===== src/rtl/regfile_wb_pkg.sv =====
// ---------------------------------------------------------------------------
// regfile_wb_pkg
//
// Shared definitions for the register-file write-back slice: data and index
// widths, the write-source selector enum, the sticky error bit positions and
// a one-hot helper used by the busy scoreboard.
//
// Optional feature macro used elsewhere in this slice: WB_BYPASS_EN
// ---------------------------------------------------------------------------
package regfile_wb_pkg;

    localparam int DATA_W   = 16;
    localparam int ADDR_W   = 3;
    localparam int NREGS    = 1 << ADDR_W;
    localparam int LQ_DEPTH = 2;

    typedef logic [ADDR_W-1:0] reg_idx_t;

    // Which producer owns the write port in a given cycle.
    typedef enum logic [1:0] {
        WB_NONE,
        WB_ALU,
        WB_LBUF,
        WB_MEM
    } wb_src_t;

    // Bit positions inside err_sticky.
    localparam int ERR_LQ_OVERFLOW   = 0;
    localparam int ERR_SPURIOUS_RESP = 1;

    // Decode a register index into a one-hot register mask.
    function automatic logic [NREGS-1:0] regOneHot(input reg_idx_t idx);
        logic [NREGS-1:0] mask;
        mask      = '0;
        mask[idx] = 1'b1;
        return mask;
    endfunction

endpackage


===== src/rtl/wb_tag_fifo.sv =====
// ---------------------------------------------------------------------------
// wb_tag_fifo
//
// Small synchronous FIFO holding the destination register index of every
// outstanding load, in issue order. The head entry is the destination of the
// next memory response.
//
// Ports:
//   clk         in   system clock
//   rst_n       in   synchronous active-low reset, empties the FIFO
//   push_i      in   enqueue data_i
//   data_i      in   tag to enqueue
//   pop_i       in   dequeue the head (ignored when empty)
//   head_o      out  current head tag (valid when !empty_o)
//   full_o      out  FIFO holds DEPTH entries
//   empty_o     out  FIFO holds no entries
//   overflow_o  out  push attempted while full with no pop; push is dropped
// ---------------------------------------------------------------------------
module wb_tag_fifo
    import regfile_wb_pkg::*;
#(
    parameter int WIDTH = ADDR_W,
    parameter int DEPTH = LQ_DEPTH
) (
    input  logic             clk,
    input  logic             rst_n,
    input  logic             push_i,
    input  logic [WIDTH-1:0] data_i,
    input  logic             pop_i,
    output logic [WIDTH-1:0] head_o,
    output logic             full_o,
    output logic             empty_o,
    output logic             overflow_o
);

    localparam int PTR_W = (DEPTH > 1) ? $clog2(DEPTH) : 1;
    localparam int CNT_W = $clog2(DEPTH + 1);

    logic [WIDTH-1:0] slots_q [DEPTH];
    logic [PTR_W-1:0] rdPtr_q, rdPtr_d;
    logic [PTR_W-1:0] wrPtr_q, wrPtr_d;
    logic [CNT_W-1:0] count_q, count_d;
    logic             doPush;
    logic             doPop;

    // Pointer advance with explicit wrap so non-power-of-two depths work.
    function automatic logic [PTR_W-1:0] nextPtr(input logic [PTR_W-1:0] ptr);
        if (ptr == PTR_W'(DEPTH - 1)) begin
            return '0;
        end
        return ptr + PTR_W'(1);
    endfunction

    assign full_o     = (count_q == CNT_W'(DEPTH));
    assign empty_o    = (count_q == '0);
    assign head_o     = slots_q[rdPtr_q];
    assign overflow_o = push_i && full_o && !pop_i;

    // When full, a push is still accepted if the head leaves in the same
    // cycle: the write lands in the slot that is being vacated.
    assign doPop  = pop_i && !empty_o;
    assign doPush = push_i && (!full_o || doPop);

    // Next-state for pointers and occupancy.
    always_comb begin
        rdPtr_d = rdPtr_q;
        wrPtr_d = wrPtr_q;
        count_d = count_q;
        if (doPop) begin
            rdPtr_d = nextPtr(rdPtr_q);
        end
        if (doPush) begin
            wrPtr_d = nextPtr(wrPtr_q);
        end
        case ({doPush, doPop})
            2'b10:   count_d = count_q + CNT_W'(1);
            2'b01:   count_d = count_q - CNT_W'(1);
            default: count_d = count_q;
        endcase
    end

    // Control state; reset discards every queued tag.
    always_ff @(posedge clk) begin
        if (!rst_n) begin
            rdPtr_q <= '0;
            wrPtr_q <= '0;
            count_q <= '0;
        end else begin
            rdPtr_q <= rdPtr_d;
            wrPtr_q <= wrPtr_d;
            count_q <= count_d;
        end
    end

    // Storage needs no reset: entries are only read while counted as valid.
    always_ff @(posedge clk) begin
        if (doPush) begin
            slots_q[wrPtr_q] <= data_i;
        end
    end

endmodule


===== src/rtl/regfile_writeback.sv =====
// ---------------------------------------------------------------------------
// regfile_writeback
//
// Write-side controller for the 8x16 register file and sole driver of its
// write port. Each cycle it picks at most one producer (ALU result, parked
// load, or fresh load response), registers the chosen write onto
// wb_en/wb_rc/wb_data, and keeps a per-register busy scoreboard for decode.
//
// Ports:
//   clk, rst_n                  clock, synchronous active-low reset
//   issue_valid/_is_load/_rd    decode issues an instruction writing issue_rd
//   alu_valid/_rd/_data         single-cycle ALU result, no backpressure
//   mem_valid/_data, mem_ready  load response handshake, in issue order
//   wb_en/wb_rc/wb_data         register file write port (registered)
//   busy_mask                   bit i set while a write to ri is pending
//   lq_full                     load tag FIFO full, decode must hold loads
//   lbuf_busy                   a load response is parked for the write port
//   err_sticky                  [0] load issued while full,
//                               [1] response with no outstanding load
//
// Optional feature (macro WB_BYPASS_EN): byp_ra/byp_rb inputs and
// byp_hit_a/b, byp_data_a/b outputs forwarding the value being committed.
// ---------------------------------------------------------------------------
module regfile_writeback
    import regfile_wb_pkg::*;
(
    input  logic              clk,
    input  logic              rst_n,
    input  logic              issue_valid,
    input  logic              issue_is_load,
    input  logic [ADDR_W-1:0] issue_rd,
    input  logic              alu_valid,
    input  logic [ADDR_W-1:0] alu_rd,
    input  logic [DATA_W-1:0] alu_data,
    input  logic              mem_valid,
    input  logic [DATA_W-1:0] mem_data,
    output logic              mem_ready,
    output logic              wb_en,
    output logic [ADDR_W-1:0] wb_rc,
    output logic [DATA_W-1:0] wb_data,
    output logic [NREGS-1:0]  busy_mask,
    output logic              lq_full,
    output logic              lbuf_busy,
    output logic [1:0]        err_sticky
`ifdef WB_BYPASS_EN
    ,
    input  logic [ADDR_W-1:0] byp_ra,
    input  logic [ADDR_W-1:0] byp_rb,
    output logic              byp_hit_a,
    output logic              byp_hit_b,
    output logic [DATA_W-1:0] byp_data_a,
    output logic [DATA_W-1:0] byp_data_b
`endif
);

    wb_src_t           wbSrc;
    logic              wbEn_q, wbEn_d;
    logic [ADDR_W-1:0] wbRc_q, wbRc_d;
    logic [DATA_W-1:0] wbData_q, wbData_d;
    logic              lbufValid_q, lbufValid_d;
    logic [ADDR_W-1:0] lbufRc_q, lbufRc_d;
    logic [DATA_W-1:0] lbufData_q, lbufData_d;
    logic [NREGS-1:0]  busy_q, busy_d;
    logic [1:0]        errSticky_q, errSticky_d;

    logic              memAccept;
    logic              respValid;
    logic              spuriousResp;
    logic              tagPush;
    logic [ADDR_W-1:0] tagHead;
    logic              tagFull;
    logic              tagEmpty;
    logic              tagOverflow;

    // Outstanding load destinations, oldest first.
    wb_tag_fifo #(
        .WIDTH(ADDR_W),
        .DEPTH(LQ_DEPTH)
    ) u_tag_fifo (
        .clk       (clk),
        .rst_n     (rst_n),
        .push_i    (tagPush),
        .data_i    (issue_rd),
        .pop_i     (respValid),
        .head_o    (tagHead),
        .full_o    (tagFull),
        .empty_o   (tagEmpty),
        .overflow_o(tagOverflow)
    );

    // A response is only refused while the park buffer is occupied; the park
    // buffer is the single place a response can wait for the write port.
    assign mem_ready    = !lbufValid_q;
    assign memAccept    = mem_valid && mem_ready;
    assign respValid    = memAccept && !tagEmpty;
    assign spuriousResp = memAccept && tagEmpty;
    assign tagPush      = issue_valid && issue_is_load;

    assign wb_en      = wbEn_q;
    assign wb_rc      = wbRc_q;
    assign wb_data    = wbData_q;
    assign busy_mask  = busy_q;
    assign lq_full    = tagFull;
    assign lbuf_busy  = lbufValid_q;
    assign err_sticky = errSticky_q;

    // Write-port arbitration. The ALU has no backpressure so it always wins;
    // a response arriving alongside it is parked with its popped tag. A
    // parked response goes next, and a fresh response is written directly
    // only when nothing else wants the port. With no source the port data
    // holds its last value and only the enable drops.
    always_comb begin
        wbSrc       = WB_NONE;
        lbufValid_d = lbufValid_q;
        lbufRc_d    = lbufRc_q;
        lbufData_d  = lbufData_q;
        wbEn_d      = 1'b0;
        wbRc_d      = wbRc_q;
        wbData_d    = wbData_q;

        if (alu_valid) begin
            wbSrc = WB_ALU;
            if (respValid) begin
                lbufValid_d = 1'b1;
                lbufRc_d    = tagHead;
                lbufData_d  = mem_data;
            end
        end else if (lbufValid_q) begin
            wbSrc       = WB_LBUF;
            lbufValid_d = 1'b0;
        end else if (respValid) begin
            wbSrc = WB_MEM;
        end

        case (wbSrc)
            WB_ALU: begin
                wbEn_d   = 1'b1;
                wbRc_d   = alu_rd;
                wbData_d = alu_data;
            end
            WB_LBUF: begin
                wbEn_d   = 1'b1;
                wbRc_d   = lbufRc_q;
                wbData_d = lbufData_q;
            end
            WB_MEM: begin
                wbEn_d   = 1'b1;
                wbRc_d   = tagHead;
                wbData_d = mem_data;
            end
            WB_NONE: begin
                wbEn_d = 1'b0;
            end
            default: begin
                wbEn_d = 1'b0;
            end
        endcase
    end

    // Busy scoreboard and sticky errors. The clear uses the write currently
    // on the port (it commits at this edge); the set is applied afterwards so
    // a re-issue of the register being committed stays pending.
    always_comb begin
        busy_d = busy_q;
        if (wbEn_q) begin
            busy_d = busy_d & ~regOneHot(wbRc_q);
        end
        if (issue_valid) begin
            busy_d = busy_d | regOneHot(issue_rd);
        end

        errSticky_d = errSticky_q;
        if (tagOverflow) begin
            errSticky_d[ERR_LQ_OVERFLOW] = 1'b1;
        end
        if (spuriousResp) begin
            errSticky_d[ERR_SPURIOUS_RESP] = 1'b1;
        end
    end

    // All controller state; reset drops any parked response along with the
    // queued tags in the FIFO.
    always_ff @(posedge clk) begin
        if (!rst_n) begin
            wbEn_q      <= 1'b0;
            wbRc_q      <= '0;
            wbData_q    <= '0;
            lbufValid_q <= 1'b0;
            lbufRc_q    <= '0;
            lbufData_q  <= '0;
            busy_q      <= '0;
            errSticky_q <= '0;
        end else begin
            wbEn_q      <= wbEn_d;
            wbRc_q      <= wbRc_d;
            wbData_q    <= wbData_d;
            lbufValid_q <= lbufValid_d;
            lbufRc_q    <= lbufRc_d;
            lbufData_q  <= lbufData_d;
            busy_q      <= busy_d;
            errSticky_q <= errSticky_d;
        end
    end

`ifdef WB_BYPASS_EN
    // Forward the value the register file is committing this cycle, so
    // decode does not read the stale copy.
    assign byp_hit_a  = wbEn_q && (wbRc_q == byp_ra);
    assign byp_hit_b  = wbEn_q && (wbRc_q == byp_rb);
    assign byp_data_a = wbData_q;
    assign byp_data_b = wbData_q;
`endif

endmodule


===== config.mk =====
export PLATFORM = sky130hd
export DESIGN_NAME = regfile_writeback
export DESIGN_NICKNAME = d
export VERILOG_FILES = /design/src/rtl/regfile_wb_pkg.sv /design/src/rtl/wb_tag_fifo.sv /design/src/rtl/regfile_writeback.sv
export SDC_FILE = /design/constraint.sdc
export NUM_CORES = 1
export LEC_CHECK = 0
export CORE_ASPECT_RATIO = 0.6
export CORE_MARGIN = 2
export CORE_UTILIZATION = 47
export CTS_CLUSTER_SIZE = 10
export DETAILED_ROUTE_END_ITERATION = 12
export GPL_TIMING_DRIVEN = 0
export PLACE_DENSITY = 0.82
export SLEW_MARGIN = 20
export SYNTH_ARGS = -nofsm -noshare
export SYNTH_HDL_FRONTEND = slang
export SYNTH_SLANG_ARGS = --single-unit
export TNS_END_PERCENT = 20

===== constraint.sdc =====
create_clock -name clk -period 2.13 [get_ports clk]
set_input_delay 0.213 -clock clk [delete_from_list [all_inputs] [get_ports clk]]
set_output_delay 0.213 -clock clk [all_outputs]
set_load 0.02 [all_outputs]

======== Yosys cells after proc, flatten, opt, wreduce, memory -nomap -nowiden ========
Memory sizes are Yosys's and may differ from the RTL's. A register that Yosys moved wholly into a read port is not among the register bits.
Index checks and enable logic that the tools add are counted.
cells by class
  add/subtract/negate cells ............... 4
  multipliers ............................. 0
  divide/modulo/power cells ............... 0
  magnitude comparators ................... 4
  eq/ne operators ......................... 6
  shifts and indexed selects .............. 0
  mux-type cells .......................... 25
  bitwise operators ....................... 3
  reduce and logical (&&, ||, !) cells .... 22
operators with widths
  operator                                                                              number
  16-bit one-hot mux with 3 select lines                                                1
  8-bit 2-to-1 mux                                                                      2
  1-bit 2-to-1 mux                                                                      14
  1-bit logical AND                                                                     10
  3-bit one-hot mux with 3 select lines                                                 1
  8-bit AND                                                                             1
  2-bit equality test (second input constant)                                           4
  3-bit by 4-bit less-than comparator with 1-bit output (second input constant)         2
  8-bit inverter                                                                        1
  8-bit OR                                                                              1
  1-bit demux with 3-bit select                                                         2
  3-bit by 1-bit greater-or-equal comparator with 1-bit output (second input constant)  2
  2-bit 2-to-1 mux                                                                      3
  2-bit by 1-bit equality test with 1-bit output (second input constant)                2
  1-bit logical NOT                                                                     4
  2-bit logical NOT                                                                     2
  2-bit one-hot mux with 2 select lines                                                 1
  2-bit AND reduction                                                                   2
  3-bit nonzero test                                                                    1
  3-bit OR reduction                                                                    1
  1-bit adder (second input constant)                                                   2
  2-bit by 1-bit adder with 2-bit output (second input constant)                        1
  1-bit one-hot mux with 2 select lines                                                 1
  2-bit nonzero test                                                                    1
  2 further kinds                                                                       2
storage, ports and cells
  register bits ........................... 54
  latch bits .............................. 0
  RAM bits ................................ 6
  bits in read-only memories .............. 0
  bits of input ports ..................... 44
  output and inout bits ................... 33
  memories kept ........................... 1
memories
  memory              depth  bits a word  read ports  clocked after memory_dff  wr ports  RTL line           text
  u_tag_fifo.slots_q  2      3            1           1                         1         wb_tag_fifo.sv:39  logic [WIDTH-1:0] slots_q [DEPTH];

======== Longest topological paths before layout ========
  depth after elaboration ................. 9
  mapped depth ............................ 8

======== Hierarchy ========
A second synthesis with hierarchy kept.
second synthesis, totals
  cells, all modules ...................... 294
  area, all modules ....................... 2,765.2 sq um
by module, submodules not included
  module             instances  cells an instance  area an instance (sq um)
  regfile_writeback  1          258                2,307.2
  wb_tag_fifo        1          36                 457.9

======== Worst setup path before layout ========
Ideal clock, no wire load.
  kind .................................... flip-flop to flip-flop
  from .................................... register lbufValid_q, in the netlist lbuf_busy
  to ...................................... register u_tag_fifo.count_q[1]
  data arrival time ....................... 1,839 ps
  data required time ...................... 2,060 ps
  path slack .............................. 221 ps
  stages on the path, launching flop included .. 8
  period minus slack after synthesis ...... 1,909 ps
  path through ............................ dfxtp_1 buf_4 nand2b_2 a21oi_2 inv_2 ha_1 or3_1 a21boi_1
between the ends
  cells in the longest elaborated chain, start to end .. 8
ends and longest elaborated chain
  item                                                                                   RTL line                  text
  start: declaration                                                                     regfile_writeback.sv:60   logic lbufValid_q, lbufValid_d;
  start signal: assignment                                                               regfile_writeback.sv:197  lbufValid_q <= lbufValid_d;
  1-bit logical NOT (*)                                                                  regfile_writeback.sv:93   assign mem_ready = !lbufValid_q;
  1-bit logical AND (*)                                                                  regfile_writeback.sv:94   assign memAccept = mem_valid && mem_ready;
  1-bit logical AND (*)                                                                  regfile_writeback.sv:95   assign respValid = memAccept && !tagEmpty;
  1-bit logical AND (*)                                                                  wb_tag_fifo.sv:61         assign doPop = pop_i && !empty_o;
  1-bit logical OR                                                                       wb_tag_fifo.sv:62         assign doPush = push_i && (!full_o || doPop);
  1-bit logical AND                                                                      wb_tag_fifo.sv:62
  2-bit by 1-bit equality test with 1-bit output or 2-bit equality test (tied branches)  wb_tag_fifo.sv:75         case ({doPush, doPop})
  2-bit one-hot mux with 2 select lines or 2-bit nonzero test (tied branches)            -
  end signal: assignment                                                                 wb_tag_fifo.sv:91         count_q <= count_d;
  end: declaration                                                                       wb_tag_fifo.sv:42         logic [CNT_W-1:0] count_q, count_d;
Mark *: on every way between the ends. The rest lies on a longest branch, timed or not.
A chain may end at the register's enable or synchronous reset.

======== Worst setup path in the final report ========
Ends and elaborated chain as after synthesis.

==> run_results.csv <==
group,metric,value,unit
clock_network,cts_buffer_depth,2,
synthesis,ys_types,38,
power,total_power,0.003301,W
clock_network,cts_tree,"done",
synthesis,syn_inst,298,
route,vias,2528,
setup_path,startpoint_type,"register",
setup_path,slowest_stage,"dfxtp_1",
synthesis,syn_area,2676,um^2
setup_path,critical_path_required,2410,ps
sta,setup_tns,0,ps
clock_network,clk_pin_slew,60,ps
route,wl,7.359,mm
global_routing,grt_usage,24.32,%
setup_path,r2r_start,"lbuf_busy",
clock_network,clock_sink_count,61,
worst_hold_path,min_from,"rst_n",
finish,diodes,0,
job,cap_violations,0,
place,dp_hpwl,5.395,mm
sta,worst_pin_slew,581.8,ps
sta,layout_setup_ws,120.5,ps
clock_network,cts_buffers,9,
sta,maxSlewHeadroom,61.21,%
die,rows,21,
die,die_h,62.45,um
synthesis,synth_edf_count,6,
die,start_util,48.27,%
global_routing,grt_overflow,0,
status,outcome,"finished clean",
place,dp.cells,452,
clock_network,post_cts_buffers,0,
die,die_w,101.4,um
sta,rsz0062_at_grt,"false",
setup_path,crit_chain,"buf_4, nand2b_2, a21oi_2, inv_2, ha_1, or3_1, a21boi_1",
synthesis,yosysSeqAreaShare,47.87,%
synthesis,yosys_warnings,0,
setup_path,cp_top_family,"simple AND/OR/NAND/NOR gates",
route,first_pass_iters,4,
route,remaining_drc_errors,0,
worst_hold_path,hold_end,"lbufData_q[9]",
clock_network,cts_hold_buffers,0,
setup_path,r2r_slack,120,ps
power,p_per_area,891.0,nW/um^2
setup_path,critPathBufInv,2,
setup_path,end_kind,"register",
sta,fin_skew,10.40,ps
sta,hold_violations,0,
global_routing,grt_first_pass_wirelength,11.85,mm
synthesis,ys_ff_latch,61,
synthesis,avgSynthCellArea,8.981,um^2
power,p_leak,1.352,nW
setup_path,r2r-end,"u_tag_fifo.count_q[1]",
sta,slew_violations,0,
setup_path,crit_type,"register to register",
finish,final_core_util,66.82,%
finish,drive_above_1_share,7.990,%
setup_path,cp_num_cells,7,
clock_network,clkLatencyLatePin,350,ps
finish,area_growth,38.43,%
global_routing,antenna_found_initial,0,
route,first_iter_violations,170,
clock_network,cts-resized-gates,0,
clock_network,cts.htree.levels,3,
sta,setup_violations,0,
clock_network,clk_root_buffer_cell,"clkbuf_8",
worst_hold_path,whs_path_depth,2,
synthesis,synthFlopType,"dfxtp_1",
route,ant_nets,0,
place,dp_slack,74.75,ps
power,ir_drop,687.0,uV
setup_path,slowest_delay,390,ps
finish,layout.cells.non_filler,468,
place,io_buffer_count,74,
place,gp_congestion,0.8884,
setup_path,crit_arrival,2290,ps
sta,timing.final.crit_share,94.34,%
synthesis,synthesis.nets,343,
worst_hold_path,hold_class,"input port to register",
die,fp.coreArea,5544,um^2
global_routing,grt_pass1_vias,2448,
synthesis,async_flop_share,0,%
die,dieArea,6334,um^2
route,wl_per_cell,15.72,um
setup_path,ff2ff_path_depth,7,
setup_path,path_max_fanout,10,
finish,fill_cells,451,
global_routing,grt_max_degree,11,
route,vias_per_cell,5.402,
sta,clock.fmax,497.6,MHz
sta,min_period,2010,ps
die,io_pins,77,
finish,final_nets,428,
[worst reg2reg max path, stage by stage, from the launching register on]
cell      delay (ps)
dfxtp_1          390
buf_4            210
nand2b_2         230
a21oi_2          220
inv_2             60
ha_1             310
or3_1            390
a21boi_1         140
[metrics by stage]
stage	hold WS (ps)	instance area [um^2]
global placement	440.8	3517
CTS	247.3	3705
detailed placement	447.2	3517
finish	260.1	3705
floorplan	311.9	2676
global route	272.6	3705
[metal layers]
| layer | vias up | part of all wire (%) | GRT usage [%] |
|---|---|---|---|
| met3 | 12 | 9.1 | 7.606 |
| li1 | 1207 | - | - |
| met5 | - | 0 | 0 |
| met4 | 0 | 1.5 | 9.966 |
| met1 | 1199 | 48 | 34.90 |
| met2 | 110 | 41 | 33.77 |
[worst max path at each step]
stage | slack [ps] | start | to
floorplan | 220 | lbuf_busy | u_tag_fifo.count_q[1]
global placement | 140 | issue_valid | u_tag_fifo.count_q[1]
detailed placement | 70 | issue_valid | u_tag_fifo.count_q[1]
CTS | 130 | lbuf_busy | u_tag_fifo.count_q[1]
global route | 40 | lbuf_busy | u_tag_fifo.count_q[1]
finish | 120 | lbuf_busy | u_tag_fifo.count_q[1]
[cell usage after synthesis (4+ instances only)]
library cell | count | share of area, %
a21boi_0 | 8 | 2.2
buf_2 | 7 | 1.3
nand3_1 | 5 | 0.93
dfxtp_1 | 55 | 41
nor2_1 | 7 | 0.98
o21ai_1 | 5 | 0.93
edfxtp_1 | 6 | 6.7
o211a_1 | 4 | 1.5
a221oi_1 | 16 | 5.2
and2_1 | 5 | 1.2
o21ai_0 | 19 | 3.6
o21a_1 | 4 | 1.1
a21boi_1 | 17 | 4.8
nand2_1 | 74 | 10
nor2b_1 | 23 | 5.4
clkbuf_1 | 9 | 1.3
[where the power goes]
part,internal (W),switching [W],leakage [nW]
sequential,0.00129,0.000107,0.505
combinational,0.000422,0.000472,0.752
clock,0.000572,0.000433,0.0947
total,0.00229,0.00101,1.35
[cells by family (layout without fill, tap and decap cells)]
kind of cell / Yosys count / in the layout / synth area share [%]
muxes: 3 / 3 / 1.122
adders and majority gates: 1 / 1 / 0.4674
xor gates and xnor gates: 4 / 4 / 1.309
buffers and inverters: 21 / 111 / 3.833
AOI/OAI and AO/OA: 83 / 83 / 23.09
DFF: 61 / 61 / 47.87
and+or+nand+nor: 125 / 125 / 22.30
[final cells by class]
class | count | area [um^2] | area share, %
buffer | 19 | 95.09 | 2.567
clock buffer | 14 | 152.6 | 4.120
clock inverter | 2 | 35.03 | 0.9456
inverter | 2 | 7.507 | 0.2026
multi-input combinational | 216 | 1292 | 34.89
sequential | 61 | 1281 | 34.58
tap | 80 | 100.1 | 2.702
timing repair buffer | 74 | 740.7 | 19.99
[sequential cells by signal, summed over array words and instances (netlist names), named ones only]
register and count:
busy_mask 8, wb_en 1, u_tag_fifo.count_q 2, wb_data 16, u_tag_fifo.slots_q 6, err_sticky 2, lbuf_busy 1, lbufRc_q 3
wb_rc 3, u_tag_fifo.rdPtr_q 1, u_tag_fifo.wrPtr_q 1, lbufData_q 16
[cells in the final DEF (no fill, tap or decap), types with 5 or more instances in the layout]
master and instances:
dfxtp_1 55, a221oi_1 16, buf_2 7, nand2_1 74
edfxtp_1 6, a21boi_0 8, nor2b_1 23, o21ai_1 5
clkdlybuf4s50_1 74, nor2_1 7, clkbuf_1 13, a21boi_1 17
o21ai_0 19, nand3_1 5, and2_1 5, clkbuf_8 10
Note: power is estimated with default switching activity, not from simulation.
